==> src/rtl/io_buff_pkg.sv <==
// Shared types and constants for the I/O buffer arbiter.
package io_buff_pkg;

  // Transaction FSM states.
  typedef enum logic [2:0] {
    IDLE       = 3'd0,
    RD_STROBE  = 3'd1,
    RD_CAPTURE = 3'd2,
    WR_SETUP   = 3'd3,
    WR_STROBE  = 3'd4,
    RELEASE    = 3'd5,
    DONE       = 3'd6
  } state_t;

  // Default data width.
  localparam int W_DEF = 16;

  // Width of the post-strobe low-gap counter; GAP is limited to 1..7.
  localparam int GAP_W = 3;

endpackage

==> src/rtl/io_buff_arbiter_rr_arbiter.sv <==
// Combinational round-robin arbiter: the first active request above ptr
// (wrapping modulo NREQ) wins.
module rr_arbiter #(
  parameter int NREQ = 2,
  parameter int IW   = (NREQ > 1) ? $clog2(NREQ) : 1
) (
  input  logic [NREQ-1:0] req,
  input  logic [IW-1:0]   ptr,
  output logic [NREQ-1:0] grant,
  output logic [IW-1:0]   idx
);

  // Walk offsets 1..NREQ from the pointer; the last one is ptr itself, so
  // a lone requester that just won can win again.
  always_comb begin
    logic          found;
    logic [IW-1:0] j;
    grant = '0;
    idx   = '0;
    found = 1'b0;
    j     = '0;
    for (int k = 1; k <= NREQ; k++) begin
      j = IW'((int'(ptr) + k) % NREQ);
      if (!found && req[j]) begin
        found    = 1'b1;
        grant[j] = 1'b1;
        idx      = j;
      end
    end
  end

endmodule

==> src/rtl/io_buff_arbiter.sv <==
// Arbitrates NREQ requesters onto one input buffer and one output buffer,
// generating gapped level strobes and owning the shared clkdiv register.
module io_buff_arbiter
  import io_buff_pkg::*;
#(
  parameter int NREQ    = 2,
  parameter int W       = W_DEF,
  parameter int GAP     = 1,
  parameter int DIV_RST = 50
) (
  input  logic            clk,
  input  logic            rst_n,
  input  logic [NREQ-1:0] req_rd,
  input  logic [NREQ-1:0] req_wr,
  input  logic [NREQ*W-1:0] req_wdata,
  output logic [NREQ-1:0] ack,
  output logic            nak,
  output logic [W-1:0]    rdata,
  input  logic [W-1:0]    ib_data,
  input  logic            ib_toread,
  output logic            ib_readdone,
  output logic [W-1:0]    ob_data,
  input  logic            ob_towrite,
  output logic            ob_writedone,
  input  logic            cfg_we,
  input  logic [W-1:0]    cfg_div,
  output logic [W-1:0]    clkdiv
);

  localparam int IW = (NREQ > 1) ? $clog2(NREQ) : 1;

  state_t            state_reg, state_next;
  logic [IW-1:0]     ptr_reg;
  logic [IW-1:0]     gidx_reg;
  logic              nak_reg;
  logic [W-1:0]      rdata_reg;
  logic [W-1:0]      ob_data_reg;
  logic [GAP_W-1:0]  cnt_reg;
  logic [W-1:0]      clkdiv_reg;

  logic [NREQ-1:0]   active;
  logic [NREQ-1:0]   grant;
  logic [IW-1:0]     idx;
  logic              any;
  logic              rd_sel;
  logic              refuse;
  logic              done;

  assign active = req_rd | req_wr;
  assign any    = |grant;
  // Read wins when a requester raises both.
  assign rd_sel = req_rd[idx];
  assign refuse = rd_sel ? !ib_toread : !ob_towrite;

  rr_arbiter #(.NREQ(NREQ), .IW(IW)) u_rr (
    .req   (active),
    .ptr   (ptr_reg),
    .grant (grant),
    .idx   (idx)
  );

  // State register, grant latches, captured read data and gap counter.
  always_ff @(posedge clk) begin
    if (!rst_n) begin
      state_reg   <= IDLE;
      ptr_reg     <= IW'(NREQ - 1);
      gidx_reg    <= '0;
      nak_reg     <= 1'b0;
      rdata_reg   <= '0;
      ob_data_reg <= '0;
      cnt_reg     <= '0;
    end else begin
      state_reg <= state_next;
      if (state_reg == IDLE && any) begin
        ptr_reg  <= idx;
        gidx_reg <= idx;
        nak_reg  <= refuse;
        if (!rd_sel && !refuse) begin
          ob_data_reg <= req_wdata[int'(idx)*W +: W];
        end
      end
      if (state_reg == RD_CAPTURE) begin
        rdata_reg <= ib_data;
      end
      if (state_reg == RELEASE) begin
        cnt_reg <= cnt_reg + GAP_W'(1);
      end else begin
        cnt_reg <= '0;
      end
    end
  end

  // Divider configuration register, writable in any state.
  always_ff @(posedge clk) begin
    if (!rst_n) begin
      clkdiv_reg <= W'(DIV_RST);
    end else if (cfg_we) begin
      clkdiv_reg <= cfg_div;
    end
  end

  // Next-state logic and state-decoded strobes.
  always_comb begin
    state_next   = state_reg;
    ib_readdone  = 1'b0;
    ob_writedone = 1'b0;
    done         = 1'b0;
    case (state_reg)
      IDLE: begin
        if (any) begin
          if (refuse)      state_next = DONE;
          else if (rd_sel) state_next = RD_STROBE;
          else             state_next = WR_SETUP;
        end
      end
      RD_STROBE: begin
        ib_readdone = 1'b1;
        state_next  = RD_CAPTURE;
      end
      RD_CAPTURE: state_next = RELEASE;
      WR_SETUP:   state_next = WR_STROBE;
      WR_STROBE: begin
        ob_writedone = 1'b1;
        state_next   = RELEASE;
      end
      RELEASE: begin
        if (cnt_reg == GAP_W'(GAP - 1)) state_next = DONE;
      end
      DONE: begin
        done       = 1'b1;
        state_next = IDLE;
      end
      default: state_next = IDLE;
    endcase
  end

  // One-hot completion pulse for the latched grant.
  generate
    for (genvar gi = 0; gi < NREQ; gi++) begin : g_ack
      assign ack[gi] = done && (gidx_reg == IW'(gi));
    end
  endgenerate

  assign nak     = done && nak_reg;
  assign rdata   = rdata_reg;
  assign ob_data = ob_data_reg;
  assign clkdiv  = clkdiv_reg;

endmodule

==> config.mk <==
export PLATFORM = sky130hd
export DESIGN_NAME = io_buff_arbiter
export DESIGN_NICKNAME = d
export VERILOG_FILES = /design/src/rtl/io_buff_pkg.sv /design/src/rtl/io_buff_arbiter_rr_arbiter.sv /design/src/rtl/io_buff_arbiter.sv
export SDC_FILE = /design/constraint.sdc
export NUM_CORES = 1
export LEC_CHECK = 0
export ABC_AREA = 1
export CORE_ASPECT_RATIO = 1.1
export CORE_MARGIN = 2
export CORE_UTILIZATION = 40
export DETAILED_ROUTE_END_ITERATION = 16
export GPL_ROUTABILITY_DRIVEN = 0
export PLACE_DENSITY = 0.83
export SETUP_SLACK_MARGIN = 0.02
export SLEW_MARGIN = 0
export SYNTH_ARGS = -nofsm -noshare
export SYNTH_HDL_FRONTEND = slang
export SYNTH_HIERARCHICAL = 1
export SYNTH_SLANG_ARGS = --single-unit
export TNS_END_PERCENT = 5
==> constraint.sdc <==
create_clock -name clk -period 2.4 [get_ports clk]
set_input_delay 0.6 -clock clk [delete_from_list [all_inputs] [get_ports clk]]
set_output_delay 0.6 -clock clk [all_outputs]
set_load 0.02 [all_outputs]
==> results of run 1 <==
==> kinds of logic after synthesis <==
family / share of synthesized area [%]
buffers and inverters: 7.50
AND/OR/NAND/NOR: 36.8
AO/OA/AOI/OAI: 8.16
XOR/XNOR: 0.355
flip-flops: 46.2
adder cells (fa/ha/maj): 1.01
==> final timing paths <==
kind,slack [ns],start,to,cells after the start
worst max-delay path,0.18,state_reg[1],ib_readdone,4
worst min-delay path,0.45,cnt_reg[0],cnt_reg[0],1
worst max register to register,0.68,state_reg[1],rdata[7],5
worst min register to register,0.45,cnt_reg[0],cnt_reg[0],1
==> final cells by class <==
class,count,share of cell area (%)
timing repair buffer,140,34.3
multi-input combinational,251,28.4
sequential,57,28.3
clock buffer,13,3.95
tap,80,2.49
inverter,22,2.11
clock inverter,3,0.373
==> critical path, stage by stage, from the launching register on <==
cell and delay, ns:
dfxtp_1 0.34, inv_2 0.14, nand2_1 0.09, nor2_1 0.10
clkdlybuf4s50_1 0.63
==> cell usage in the layout (no fill, tap or decap), types with 5 or more instances in the layout <==
cell type / instances
nor2_1: 102
clkdlybuf4s50_1: 121
clkbuf_8: 11
nand3_1: 21
dfxtp_1: 57
nand3_2: 5
buf_4: 14
nand2_1: 73
inv_1: 17
o21ai_0: 29
a21oi_1: 8
==> per-layer routing <==
layer	vias up	track usage, %
li1	1351	-
met1	1156	22.5
met4	0	8.78
met5	-	0
met2	93	34.8
met3	10	7.50
==> metrics by stage <==
step	hold WS, ns	power (W)	instance area [sq um]	utilization (%)	cells
after detailed placement	0.437	0.00293	3850	63.3	550
after global placement	0.427	0.00289	3850	63.3	550
final	0.447	0.00369	4030	66.2	566
after CTS	0.453	0.00373	4020	66.1	566
after global routing	0.486	0.00395	4030	66.2	566
after floorplan	0.417	0.00226	2470	-	346
==> power by group <==
| group | total [W] | switching [W] | leakage (nW) | internal, W |
|---|---|---|---|---|
| logic | 0.00162 | 0.000888 | 1.23 | 0.000731 |
| registers | 0.00129 | 0.000130 | 0.469 | 0.00116 |
| clock network | 0.000784 | 0.000357 | 0.0932 | 0.000426 |
==> repair_timing <==
item	4_1_cts	5_1_grt
gates resized for setup	1	3
setup endpoints to repair	2	3
buffers inserted	0	0
cloned	0	0
hold buffers	0	0
==> results_dict.tcl, run 1 <==
set metrics [dict create \
    wirelength_microns 6700 \
    synth_top_area_share_pct 46.2 \
    p_leak_nw 1.79 \
    startpoint_type "flop" \
    cap_violations 0 \
    hold_path.class "reg2reg" \
    syn-num-nets 421 \
    worstMarginPinSlew_ns 0.592 \
    clock_sinks 57 \
    avgViaCountPerCell 4.61 \
    status "completed" \
    ys.flop_type "dfxtp_1" \
    core.rowCount 30 \
    ff_latch_area_sq_um 1140 \
    port_buffers 125 \
    yosysMostFrequentCell "nor2_1" \
    crit_type "reg2out" \
    die_x_microns 78.9 \
    cts_max_path_buffers 2 \
    endpoint_kind "output pin" \
    fin_ws_ns 0.179 \
    cts_buffers 9 \
    synth_edf_count 0 \
    syn_area_sq_um 2470 \
    wl_met2_microns 3100 \
    yosysWarningCount 6 \
    post-route-drc-count 0 \
    power_density_nw_per_um2 917 \
    cts-root-buf "clkbuf_8" \
    syn_to_final_growth_pct 63.0 \
    wl_met1_microns 2800 \
    num-nets-final 556 \
    async_reset_ff_share_pct 0 \
    routed.top_layer "met4" \
    die_y_microns 86.4 \
    layout_min_cycle_time_ns 2.22 \
    cts_max_level 3 \
    drtIter0Drc 91 \
    drtPass1Iterations 4 \
    antenna_found_initial 0 \
    dieArea_sq_um 6820 \
    grt_pass1_wl_microns 11100 \
    cts_tree "built" \
    avgRoutedWirePerCell_microns 11.8 \
    grt_start_max_net_pins 33 \
    post-place-ws_ns -0.136 \
    synth.avg_cell_area_sq_um 7.14 \
    drive_gt1_share_pct 9.26 \
    postRouteAntennaNets 0 \
    setup_viol 0 \
    hpwl_microns 5020 \
    vdd_drop_max_uv 694 \
    hold_viol 0 \
    yosys.area.top_type "dfxtp_1" \
    start_util_pct 40.6 \
    clkLatencyLatePin_ns 0.33 \
    antennaDiodeCount 0 \
    multi_input_area_sq_um 1140 \
    clk_pin_slew_ns 0.06 \
    synth_area_leaders "dfxtp_1, nor2_1, nand2_1, o21ai_0, nand3_1" \
    cp_max_fo 5 \
    grt_setup_unrepaired "no" \
    fin_setup_tns_ns 0 \
    synth_commonest_cells "nor2_1, nand2_1, dfxtp_1" \
    finalClockSkew_ns 0.00863 \
    io_pins 126 \
    netlist-cell-type-count 24 \
    grt_util_all_layers_pct 20.2 \
    cp.arrival_ns 1.62 \
    coreArea_sq_um 6080 \
    grt_pass1_vias 2635 \
    cp.required_ns 1.80 \
    synthCells 346 \
    dr_wl_met3_microns 695 \
    ys_seq_area_share_pct 46.2 \
    timing.fmax_ghz 0.450 \
    maxSlewViolCount 0 \
    ys_seq_elements 57 \
    period_share_pct 92.5 \
    grt_overflow 0 \
    slew_headroom_pct 60.4 \
    num-fill-cells 544 \
    vias 2610 \
]
No activity file was read; power rests on OpenSTA's default activity.
==> inputs of run 2 (changes only) <==
--- a/config.mk
+++ b/config.mk
@@ -16,6 +16,5 @@
 export SLEW_MARGIN = 0
 export SYNTH_ARGS = -nofsm -noshare
 export SYNTH_HDL_FRONTEND = slang
-export SYNTH_HIERARCHICAL = 1
 export SYNTH_SLANG_ARGS = --single-unit
 export TNS_END_PERCENT = 5
==> run 2 against run 1 <==
  * Synthesized cell count is 3.2% lower
  * Sequential cell count unchanged
  * Setup slack worse by 0.056 ns
  * Clock skew about the same
  * Cell count down 4.1%
  * Cell area down 0.99%
  * Sequential share of layout area increased by 0.28 points
  * Die area shrank 1.1%
  * Combinational power fell by 23%
==> results_dict.tcl, run 2 <==
set metrics [dict create \
    power_frac_comb_pct 35.8 \
    cp.required_ns 1.80 \
    critical_path.top_delay_family "buffers and inverters" \
    whs_ns 0.442 \
    crit_path_start "state_reg[0]" \
    layout_min_cycle_time_ns 2.28 \
    cp_max_fo 5 \
    drive_gt1_share_pct 8.15 \
    synth.avg_cell_area_sq_um 7.29 \
    cts_buffers 9 \
    drtPass1Iterations 4 \
    synth_top_area_share_pct 46.7 \
    antenna_found_initial 0 \
    grt_pass1_vias 2474 \
    critPathBufInv 2 \
    grt_start_max_net_pins 33 \
    p_seq_share_pct 35.3 \
    endpoint_kind "output pin" \
    fin_setup_tns_ns 0 \
    post-route-drc-count 0 \
    slew_headroom_pct 67.8 \
    hpwl_microns 4930 \
    final_common_cell "clkdlybuf4s50_1" \
    port_buffers 125 \
    core.rowCount 29 \
    start_util_pct 41.8 \
    timing.fmax_ghz 0.439 \
    crit_type "reg2out" \
    antennaDiodeCount 0 \
    cpMaxStageDelayCell "clkdlybuf4s50_1" \
    vdd_drop_max_uv 473 \
    die_y_microns 85.9 \
    layout_common_cells "clkdlybuf4s50_1, nand2_1, dfxtp_1" \
    slowest_delay_ns 0.62 \
    syn_to_final_growth_pct 63.3 \
    hold_path.class "reg2reg" \
    grt_setup_unrepaired "no" \
    wirelength_microns 6590 \
    synth_area_leaders "dfxtp_1, nand2_1, nor2_1, a21oi_1, o21ai_0" \
    p_sw_w 0.00115 \
    ys_seq_elements 57 \
    ys_seq_area_share_pct 46.7 \
    yosysWarningCount 0 \
    drtIter0Drc 64 \
    holdBufCountCts 0 \
    num-fill-cells 514 \
    cts_max_level 3 \
    hold_viol 0 \
    cp.arrival_ns 1.68 \
    p_leak_nw 1.67 \
    grt_overflow 0 \
    setup_viol 0 \
    p_sw_share_pct 33.3 \
    async_reset_ff_share_pct 0 \
    cts-root-buf "clkbuf_8" \
    synthCells 335 \
    syn-num-nets 410 \
    clock_sinks 57 \
    worstHoldStart "rdata[5]" \
    clkLatencyLatePin_ns 0.32 \
    syn_area_sq_um 2440 \
    netlist-cell-type-count 28 \
    avgRoutedWirePerCell_microns 12.1 \
    cap_violations 0 \
    yosysMostFrequentCell "nand2_1" \
    multi_input_area_sq_um 1100 \
    ys.flop_type "dfxtp_1" \
    p_clk_share_pct 28.9 \
    reg2reg_from "state_reg[1]" \
    coreArea_sq_um 5840 \
    avgViaCountPerCell 4.68 \
    synth_commonest_cells "nand2_1, dfxtp_1, nor2_1" \
    cts_tree "built" \
    clk_pin_slew_ns 0.07 \
    p_int_w 0.00231 \
    status "completed" \
    dieArea_sq_um 6740 \
    worstMarginPinSlew_ns 0.482 \
    startpoint_type "flop" \
    die_x_microns 78.5 \
    yosys.area.top_type "dfxtp_1" \
    postRouteAntennaNets 0 \
    io_pins 126 \
    grt_util_all_layers_pct 20.0 \
    grt_pass1_wl_microns 10700 \
    vias 2539 \
    ff_latch_area_sq_um 1140 \
    period_share_pct 94.9 \
    finalClockSkew_ns 0.00821 \
    synth_edf_count 0 \
    path_cells "inv_1 -> nand3_1 -> nor2_1 -> clkdlybuf4s50_1" \
    maxSlewViolCount 0 \
    num-nets-final 536 \
    cts_max_path_buffers 2 \
    power_density_nw_per_um2 870 \
]
## run 2: changes by cell type in the layout (fill, tap and decap cells not counted), sizes merged, moves of 2 or more
cell and change:
inv +11, nand2 -2, a21oi +29, bufinv +2, or2 -2, dlymetal6s2s -2, nand3 -16, clkbuf -2
nor2 -48, buf -9, o21ai +17, clkdlybuf4s50 +3
## run 2: power by group through the flow
stage / sequential [W] / combinational, W / clock (W)
floorplan: 0.00139 / 0.000562 / 0
global placement: 0.00123 / 0.00122 / 0
detailed placement: 0.00124 / 0.00125 / 0
CTS: 0.00122 / 0.00125 / 0.00102
global route: 0.00124 / 0.00137 / 0.00107
finish: 0.00122 / 0.00124 / 0.00100
## run 2: area by class of cell
cell class	count	area share, %
Sequential cell	57	28.6
Clock inverter	5	1.95
Multi-Input combinational cell	229	27.5
Inverter	33	3.11
Tap cell	77	2.42
Clock buffer	11	3.80
Timing Repair Buffer	131	32.6
## run 2: worst paths after layout
path	end	slack, ns	cells past startpoint
worst min register to register	rdata[5]	0.44	2
worst max register to register	ob_data[14]	0.85	6
worst min-delay path	rdata[5]	0.44	2
worst max-delay path	ack[1]	0.12	4
## run 2: metrics by stage
stage          cells  utilization [%]  instance area (sq um)  power, W  setup WS [ns]
2_1_floorplan    335                -                   2440   0.00196          0.794
3_3_place_gp     527             64.3                   3750   0.00245          0.176
3_5_place_dp     527             64.3                   3750   0.00249          0.103
4_1_cts          543             68.2                   3980   0.00350          0.108
5_1_grt          543             68.2                   3990   0.00368         0.0313
6_report         543             68.2                   3990   0.00347          0.123
## run 2: kinds of logic (layout without fill, tap and decap cells)
family / count (synthesis) / after routing / synth area share [%]
xor+xnor: 1 / 1 / 0.359
flops: 57 / 57 / 46.7
compound gates: 85 / 85 / 19.0
fa+ha+maj: 2 / 2 / 1.02
simple gates: 141 / 141 / 24.6
buf+inv: 49 / 180 / 8.30
## run 2: layer usage
layer  vias up  GRT usage [%]  wire [microns]
met3        10           7.37             560
met5         -              0               0
li1       1317              -               -
met4         0           9.41             127
met1      1129           20.5            2570
met2        83           36.1            3330
## run 2: worst reg2reg max path, cell delays in order (launching register included)
cell,delay (ns)
dfxtp_1,0.37
nor2_2,0.20
nand2_1,0.10
a21oi_2,0.27
buf_4,0.28
nand3_1,0.09
a21oi_1,0.16
## run 2: timing repair
| item | CTS | global route |
|---|---|---|
| gates resized for setup | 0 | 1 |
| setup endpoints to repair | 0 | 1 |
| buffers inserted | 0 | 0 |
